**src/rtl/nlp_update_queue.sv**
```systemverilog
// Two per-source update FIFOs (backend, IF3) feeding the next-line predictor
// through one valid/ready port; the backend queue always wins the port.

module nlp_uq_fifo #(
  parameter int DEPTH = 4
) (
  input  logic        clk,
  input  logic        rst,
  input  logic        clr,
  input  logic        push,
  input  logic [31:0] push_pc,
  input  logic [31:0] push_target,
  input  logic        push_taken,
  input  logic        pop,
  output logic        nonempty,
  output logic [31:0] head_pc,
  output logic [31:0] head_target,
  output logic        head_taken,
  output logic [15:0] drop_cnt
);
  localparam int PW = $clog2(DEPTH);
  localparam logic [PW:0] FULL_CNT = (PW+1)'(DEPTH);

  logic [31:0]   pc_mem     [DEPTH];
  logic [31:0]   target_mem [DEPTH];
  logic          taken_mem  [DEPTH];
  logic [PW-1:0] head;
  logic [PW-1:0] tail;
  logic [PW-1:0] last;
  logic [PW:0]   cnt;
  logic          tail_popped;
  logic          coalesce;
  logic          enq;
  logic          drop;

  assign last        = tail - PW'(1);
  assign nonempty    = (cnt != '0);
  // With one entry the tail is the head; if it leaves this cycle it cannot be merged into.
  assign tail_popped = pop && (cnt == (PW+1)'(1));
  assign coalesce    = push && nonempty && (pc_mem[last] == push_pc) && !tail_popped;
  assign enq         = push && !coalesce && ((cnt != FULL_CNT) || pop);
  assign drop        = push && !coalesce && !enq;

  assign head_pc     = pc_mem[head];
  assign head_target = target_mem[head];
  assign head_taken  = taken_mem[head];

  always_ff @(posedge clk) begin
    if (rst) begin
      head     <= '0;
      tail     <= '0;
      cnt      <= '0;
      drop_cnt <= '0;
    end else if (clr) begin
      head <= '0;
      tail <= '0;
      cnt  <= '0;
    end else begin
      if (pop) head <= head + PW'(1);
      if (enq) tail <= tail + PW'(1);
      case ({enq, pop})
        2'b10:   cnt <= cnt + (PW+1)'(1);
        2'b01:   cnt <= cnt - (PW+1)'(1);
        default: cnt <= cnt;
      endcase
      if (drop && (drop_cnt != 16'hFFFF)) drop_cnt <= drop_cnt + 16'd1;
    end
  end

  always_ff @(posedge clk) begin
    if (!rst && !clr) begin
      if (coalesce) begin
        target_mem[last] <= push_target;
        taken_mem[last]  <= push_taken;
      end
      if (enq) begin
        pc_mem[tail]     <= push_pc;
        target_mem[tail] <= push_target;
        taken_mem[tail]  <= push_taken;
      end
    end
  end
endmodule

// Handshake: an update transfers on a rising edge where upd_valid && upd_ready;
// upd_valid never waits on upd_ready, and upd_ready is ignored while upd_valid=0.
module nlp_update_queue #(
  parameter int BK_DEPTH  = 4,
  parameter int IF3_DEPTH = 4
) (
  input  logic        clk,
  input  logic        rst,
  input  logic        flush,
  input  logic        if3_valid,
  input  logic [31:0] if3_pc,
  input  logic [31:0] if3_target,
  input  logic        if3_taken,
  input  logic        bk_valid,
  input  logic [31:0] bk_pc,
  input  logic [31:0] bk_target,
  input  logic        bk_taken,
  output logic        upd_valid,
  output logic [31:0] upd_pc,
  output logic [31:0] upd_target,
  output logic        upd_taken,
  output logic        upd_from_bk,
  input  logic        upd_ready,
  output logic [15:0] if3_drop_cnt,
  output logic [15:0] bk_drop_cnt
);
  logic        bk_ne, if3_ne;
  logic        bk_pop, if3_pop;
  logic [31:0] bk_h_pc, bk_h_target, if3_h_pc, if3_h_target;
  logic        bk_h_taken, if3_h_taken;

  assign bk_pop  = bk_ne && upd_ready;
  assign if3_pop = !bk_ne && if3_ne && upd_ready;

  nlp_uq_fifo #(.DEPTH(BK_DEPTH)) u_bk_q (
    .clk(clk), .rst(rst), .clr(1'b0),
    .push(bk_valid), .push_pc(bk_pc), .push_target(bk_target), .push_taken(bk_taken),
    .pop(bk_pop), .nonempty(bk_ne),
    .head_pc(bk_h_pc), .head_target(bk_h_target), .head_taken(bk_h_taken),
    .drop_cnt(bk_drop_cnt)
  );

  nlp_uq_fifo #(.DEPTH(IF3_DEPTH)) u_if3_q (
    .clk(clk), .rst(rst), .clr(flush),
    .push(if3_valid), .push_pc(if3_pc), .push_target(if3_target), .push_taken(if3_taken),
    .pop(if3_pop), .nonempty(if3_ne),
    .head_pc(if3_h_pc), .head_target(if3_h_target), .head_taken(if3_h_taken),
    .drop_cnt(if3_drop_cnt)
  );

  always_comb begin
    upd_valid   = bk_ne || if3_ne;
    upd_from_bk = bk_ne;
    upd_pc      = bk_ne ? bk_h_pc     : if3_h_pc;
    upd_target  = bk_ne ? bk_h_target : if3_h_target;
    upd_taken   = bk_ne ? bk_h_taken  : if3_h_taken;
  end
endmodule
```
**config.mk**
```make
export PLATFORM = sky130hd
export DESIGN_NAME = nlp_update_queue
export DESIGN_NICKNAME = d
export VERILOG_FILES = /design/src/rtl/nlp_update_queue.sv
export SDC_FILE = /design/constraint.sdc
export NUM_CORES = 1
export LEC_CHECK = 0
export CAP_MARGIN = 20
export CELL_PAD_IN_SITES_DETAIL_PLACEMENT = 0
export CELL_PAD_IN_SITES_GLOBAL_PLACEMENT = 2
export CORE_MARGIN = 1.5
export CORE_UTILIZATION = 46
export CTS_CLUSTER_DIAMETER = 60
export DETAILED_ROUTE_END_ITERATION = 10
export PLACE_DENSITY_LB_ADDON = 0.1
export SLEW_MARGIN = 20
export SYNTH_ARGS = -nofsm -noshare
export SYNTH_HDL_FRONTEND = slang
export SYNTH_SLANG_ARGS = --single-unit
```
**constraint.sdc**
```tcl
create_clock -name clk -period 11.9 [get_ports clk]
set_input_delay 2.38 -clock clk [delete_from_list [all_inputs] [get_ports clk]]
set_output_delay 2.38 -clock clk [all_outputs]
set_load 0.01 [all_outputs]
```
Yosys cells after proc, flatten, opt, wreduce, memory -nomap -nowiden. Memories as Yosys holds them, arrays and structs flattened. A register that Yosys moved wholly into a read port is not among the register bits. Cells that the tools add are included.

Bits of input ports: 136. RAM bits: 520. Memories kept: 6. Output and inout port bits: 99. Logic and storage cells: 122. Register bits after elaboration: 46.

$add $sub $neg: 12. Equal/unequal tests: 12. Reductions and logical operators: 42. Bitwise operators: 1. Mux-type cells: 41.

Memory list: u_bk_q.pc_mem (depth 4, bits a word 32, read ports 2, clocked after Yosys merged registers in 1, write ports 1, RTL line 24) `logic [31:0] pc_mem [DEPTH];`; u_bk_q.target_mem (depth 4, bits a word 32, read ports 1, clocked after Yosys merged registers in 1, write ports 1, RTL line 25) `logic [31:0] target_mem [DEPTH];`; u_if3_q.pc_mem (depth 4, bits a word 32, read ports 2, clocked after Yosys merged registers in 1, write ports 1, RTL line 24); u_if3_q.target_mem (depth 4, bits a word 32, read ports 1, clocked after Yosys merged registers in 1, write ports 1, RTL line 25); u_bk_q.taken_mem (depth 4, bits a word 1, read ports 1, clocked after Yosys merged registers in 1, write ports 1, RTL line 26) `logic taken_mem [DEPTH];`; u_if3_q.taken_mem (depth 4, bits a word 1, read ports 1, clocked after Yosys merged registers in 1, write ports 1, RTL line 26).

Operator list (count): $mux W32 (4); $eq A32 B32 Y1 (2); $reduce_or A32 Y1 (2); $add A16 B1 Y16 const B (2); $mux W2 (16); $ne A16 B16 Y1 const B (2); $logic_and A1 B1 Y1 (20); $mux W1 (19); $pmux W3 S2 (2); $logic_not A1 Y1 (9); $add A2 B1 Y2 const B (4); $add A3 B1 Y3 const B (2); $eq A3 B1 Y1 const B (2); $ne A3 B3 Y1 const B (2); $reduce_bool A3 Y1 (2); $sub A3 B1 Y3 const B (2); $eq A2 B1 Y1 const B (2); $eq A2 B2 Y1 const B (2); $reduce_bool A2 Y1 (2); $sub A2 B1 Y2 const B (2); $logic_or A1 B1 Y1 (3); $reduce_and A2 Y1 (1); $reduce_or A1 Y1 (2); $reduce_or A2 Y1 (1); $not A1 Y1 (1).

Depth between registers and ports, before layout.
Depth in word-level cells: 15. Gate-level depth with buffers: 16. Mapped depth without buffers: 10.

By module. A second synthesis with hierarchy kept.

Cells, all modules: 1339. Area, all modules: 25150.4 um^2.

By module, submodules not included: nlp_uq_fifo at u_bk_q (area an instance 12161.7 um^2, instances 1, cells each 630, seq. area each 8308.0 um^2); nlp_uq_fifo at u_if3_q (area an instance 12102.9 um^2, instances 1, cells each 632, seq. area each 8308.0 um^2); nlp_update_queue (area an instance 885.8 um^2, instances 1, cells each 77, seq. area each 0.0 um^2).

Least setup slack after synthesis. OpenSTA, ideal clock, no wires.

Kind: input to register. Start point: input port bk_pc[3]. End point: memory u_bk_q.taken_mem[1] (enable). Library setup time: 0.434 ns. Stages on the path: 8. Slack: 6.091 ns. Data arrival time: 5.375 ns. Data required time: 11.466 ns. Path buffers: 1. Path through: inv_1 -> a222oi_1 -> o2111ai_1 -> nor3_1 -> nand4_1 -> clkbuf_1 -> or3_1 -> a21oi_1.

Word-level cells in the longest chain between the ends: 11. Elaborated cells on any way between the ends: 15. Classes of those cells: 1 x eq/ne; 8 x mux; 6 x reduce/logical.

RTL lines: from (decl) (RTL line 99) `input logic [31:0] bk_pc,`; $eq A32 B32 Y1 * (RTL line 40) `assign coalesce = push && nonempty && (pc_mem[last] == push_pc) && !tail_popped;`; $logic_and A1 B1 Y1 * (2 in series) (RTL line 40); $logic_not A1 Y1 (RTL line 41) `assign enq = push && !coalesce && ((cnt != FULL_CNT) || pop);`; $logic_and A1 B1 Y1 (2 in series) (RTL line 41); $mux W1 (RTL line 76) `if (enq) begin`; $mux W1 (RTL line 71) `if (!rst && !clr) begin`; $mux W1 (implied by the code) (RTL line 79) `taken_mem[tail] <= push_taken;`; $reduce_or A1 Y1 (no line); $mux W2 (no line) / $mux W1 (equally long branches); to (decl) (RTL line 26).

Every way passes the cells marked *; elsewhere a longest branch is shown, timed or not.

Final worst setup path.
Start point: register u_bk_q.cnt[1]. End point: output port upd_target[28].

Word-level cells in the longest chain between the ends: 2.

RTL lines: from (decl) (RTL line 30) `logic [PW:0] cnt;`; from (signal assigned) (RTL line 62) `2'b10: cnt <= cnt + (PW+1)'(1);`; from (signal assigned) (RTL line 63) `2'b01: cnt <= cnt - (PW+1)'(1);`; from (signal assigned) (RTL line 64) `default: cnt <= cnt;`; $reduce_bool A3 Y1 (RTL line 37) `assign nonempty = (cnt != '0);`; $mux W32 (RTL line 139) `upd_target = bk_ne ? bk_h_target : if3_h_target;`; to (decl) (RTL line 104) `output logic [31:0] upd_target,`.

Every way passes these cells.

==> results.sh <==
export IMPL_core_um2=53600
export IMPL_ant_nets=0
export IMPL_swShare_pct=28.8
export IMPL_power_frac_comb_pct=25.2
export IMPL_post_route_min_period_ns=6.21
export IMPL_syn_inst=1449
export IMPL_place_area_um2=28000
export IMPL_rows=85
export IMPL_reg2reg_depth=12
export IMPL_synth_edf_count=520
export IMPL_syn_num_nets=1603
export IMPL_p_seq_share_pct=41.3
export IMPL_fp_dieH_um=235
export IMPL_overflow=0
export IMPL_htree_num_levels=2
export IMPL_grt_pass1_vias=14200
export IMPL_post_cts_buffers=0
export IMPL_min_from="u_bk_q.drop_cnt[5]$_SDFFE_PP0P_"
export IMPL_start_util_pct=46.4
export IMPL_clock_tree_buffer_depth=3
export IMPL_holdCritPathClass="reg2reg"
export IMPL_wl_mm=61.3
export IMPL_die_x_um=235
export IMPL_ctsResizeCount=0
export IMPL_clk_latency_ns=0.63
export IMPL_synth_flop_cell="edfxtp_1"
export IMPL_finalMaxSlewViolations=0
export IMPL_grt_setup_unrepaired="false"
export IMPL_whs_path_depth=2
export IMPL_r2r_end="u_bk_q.target_mem[3][29]$_DFFE_PP_"
export IMPL_viasPerCell=5.71
export IMPL_async_flop_share_pct=0
export IMPL_p_clk_share_pct=33.5
export IMPL_cts_root_buf="clkbuf_16"
export IMPL_p_sw_mw=1.60
export IMPL_setup_violations=0
export IMPL_hold_buffers=0
export IMPL_dp_cells=2338
export IMPL_r2r_start="u_bk_q.tail[0]$_SDFFE_PP0P_"
export IMPL_cts_buffers=61
export IMPL_place_hpwl_mm=39.0
export IMPL_grt_start_max_net_pins=53
export IMPL_yosys_register_bits=570
export IMPL_cts_sinks=570
export IMPL_routedWlPerCell_um=25.0
export IMPL_antenna_found_initial=4
export IMPL_clk_pin_slew_ns=0.06
export IMPL_ys_types=59
export IMPL_skew_ns=0.0206
export IMPL_hold_violations=0
export IMPL_worstSetupPathType="reg2out"
export IMPL_intPower_mw=3.96
export IMPL_r2r_setup_slack_ns=6.45
export IMPL_layout_common_cells="edfxtp_1, clkdlybuf4s50_1, nand2_1"
export IMPL_cp_data_required_time_ns=9.52
export IMPL_avgSynthCellArea_um2=17.2
export IMPL_io_pins=235
export IMPL_worstSetupStartpointType="register"
export IMPL_whs_endpoint="u_bk_q.drop_cnt[5]$_SDFFE_PP0P_"
export IMPL_worst_slack_ns=5.69
export IMPL_mostFrequentLayoutCell="edfxtp_1"
export IMPL_cp_end_kind="primary output"
export IMPL_cap_violations=0
export IMPL_final_nets=1859
export IMPL_p_per_area_nw_per_um2=185
export IMPL_critPathMaxFanout=34
export IMPL_outcome="finished clean"
export IMPL_grt_pass1_wl_mm=91.9
export IMPL_synthesis_area_um2=24900
export IMPL_stdcell_area_um2=30000
export IMPL_ir_worst_vdd_v=0.000138
export IMPL_yosys_warnings=0
export IMPL_fin_crit_sh_pct=52.2
export IMPL_gp_congestion=0.760
export IMPL_finalNonFillerCells=2454
export IMPL_port_buffers=234
export IMPL_die_area_um2=55400
export IMPL_place_ws_ns=5.77
export IMPL_fin_tns_setup_ns=0
export IMPL_tightest_slew_ns=1.00
export IMPL_layout_drive_gt1_share_pct=19.1
export IMPL_arrival_ns=3.83
export IMPL_cts_tree="done"
export IMPL_p_leak_nw=9.72
export IMPL_yosysSeqAreaShare_pct=66.9
export IMPL_maxSlewHeadroom_pct=33.2
export IMPL_detail_route_first_pass_iterations=5
export IMPL_drc=0
export IMPL_vias=14000
export IMPL_max_freq_mhz=161
export IMPL_grt_usage_pct=22.3
export IMPL_area_delta_synth_final_pct=20.9
export IMPL_drt_initial_drc_count=1049
==> area by class of cell <==
type                            instances  area [um^2]
Fill cell                            4245        23600
Sequential cell                       570        16600
Multi-Input combinational cell        783         7890
Timing Repair Buffer                  263         2550
Clock buffer                           74         1620
Tap cell                              696          871
Clock inverter                         40          364
Inverter                               26         97.6
Antenna cell                            2         5.00
==> worst max-delay path, stage by stage (launching register included) <==
cell and delay, ns:
dfxtp_1 0.34, inv_1 0.13, ha_1 0.24, nor2b_4 0.82
inv_2 0.48, buf_4 0.44, nand2_1 0.16, nand2_1 0.10
clkdlybuf4s50_1 0.49
==> Yosys cell counts (all sizes together), types with 2 or more instances <==
cell	instances	share of area, %
and3	10	0.27
edfxtp	520	63
nor3	10	0.20
dfxtp	50	4.0
a21o	6	0.18
nand2b	2	0.050
a21oi	25	0.52
a31o	3	0.11
or3	9	0.23
nand4	27	0.68
xor2	21	0.74
mux4	187	17
and2	10	0.25
clkbuf	47	0.71
mux2i	24	0.97
nand3	25	0.50
a22oi	2	0.060
or2	2	0.050
o21ai	8	0.16
o31ai	2	0.060
or4	2	0.060
nor2b	6	0.15
buf	23	0.66
and4	4	0.15
o2111ai	5	0.18
nand2	227	3.4
nor4	6	0.30
inv	26	0.39
a31oi	7	0.18
nor2	51	0.77
mux2	8	0.41
ha	18	0.91
xnor2	62	2.2
==> worst max path at each step <==
stage / start / end / slack (ns) / cells after the start
6_report: u_bk_q.cnt[1]$_SDFFE_PP0P_ / upd_target[28] / 5.69 / 8
5_1_grt: u_bk_q.cnt[1]$_SDFFE_PP0P_ / upd_target[3] / 5.36 / 8
4_1_cts: u_bk_q.cnt[1]$_SDFFE_PP0P_ / upd_target[28] / 5.55 / 8
3_5_place_dp: bk_pc[3] / u_bk_q.target_mem[3][17]$_DFFE_PP_ / 5.77 / 9
3_3_place_gp: bk_pc[19] / u_bk_q.target_mem[3][8]$_DFFE_PP_ / 5.79 / 8
2_1_floorplan: bk_pc[3] / u_bk_q.taken_mem[1]$_DFFE_PP_ / 6.09 / 8
==> routing by layer <==
metal / GRT usage, % / share of wire [%] / vias to the layer above
met5: 0 / 0.039 / -
met4: 5.63 / 1.8 / 4
met3: 3.53 / 5.5 / 74
met2: 34.5 / 47 / 392
met1: 33.2 / 45 / 7293
li1: - / - / 6247
==> through the flow <==
step / hold slack [ns] / util [%] / total power, mW
after global routing: 0.523 / 56.0 / 5.79
after detailed placement: 0.493 / 52.3 / 3.77
after CTS: 0.502 / 56.0 / 5.64
after global placement: 0.474 / 52.3 / 3.77
final: 0.501 / 56.0 / 5.56
after floorplan: 0.485 / - / 3.05
==> cell families (layout without fill, tap and decap cells) <==
logic type      after synthesis  count (layout)  synth area share (%)
flops                       570             570                  66.9
fa+ha+maj                    18              18                 0.906
mux                         219             219                  18.5
xor+xnor                     83              83                  2.93
compound gates               69              69                  1.87
other cells                   0               2                     0
buf+inv                      96             403                  1.76
simple gates                394             394                  7.20
==> flip-flops by register name, summed over array words and instances, names as in the netlist, named ones only <==
name,flops
u_bk_q.head,2
u_bk_q.pc_mem,128
u_if3_q.cnt,3
u_bk_q.cnt,3
u_if3_q.pc_mem,128
u_bk_q.drop_cnt,16
u_bk_q.tail,2
u_if3_q.head,2
u_if3_q.taken_mem,4
u_if3_q.tail,2
u_if3_q.drop_cnt,16
u_if3_q.target_mem,128
u_bk_q.target_mem,128
u_bk_q.taken_mem,4
==> power groups by stage <==
stage | logic [mW] | clock network [mW] | registers [mW]
6_report | 1.40 | 1.86 | 2.30
5_1_grt | 1.51 | 1.98 | 2.31
4_1_cts | 1.43 | 1.90 | 2.30
3_5_place_dp | 1.42 | 0 | 2.34
3_3_place_gp | 1.43 | 0 | 2.34
2_1_floorplan | 0.750 | 0 | 2.30
Power figures use the tool's default switching activity.
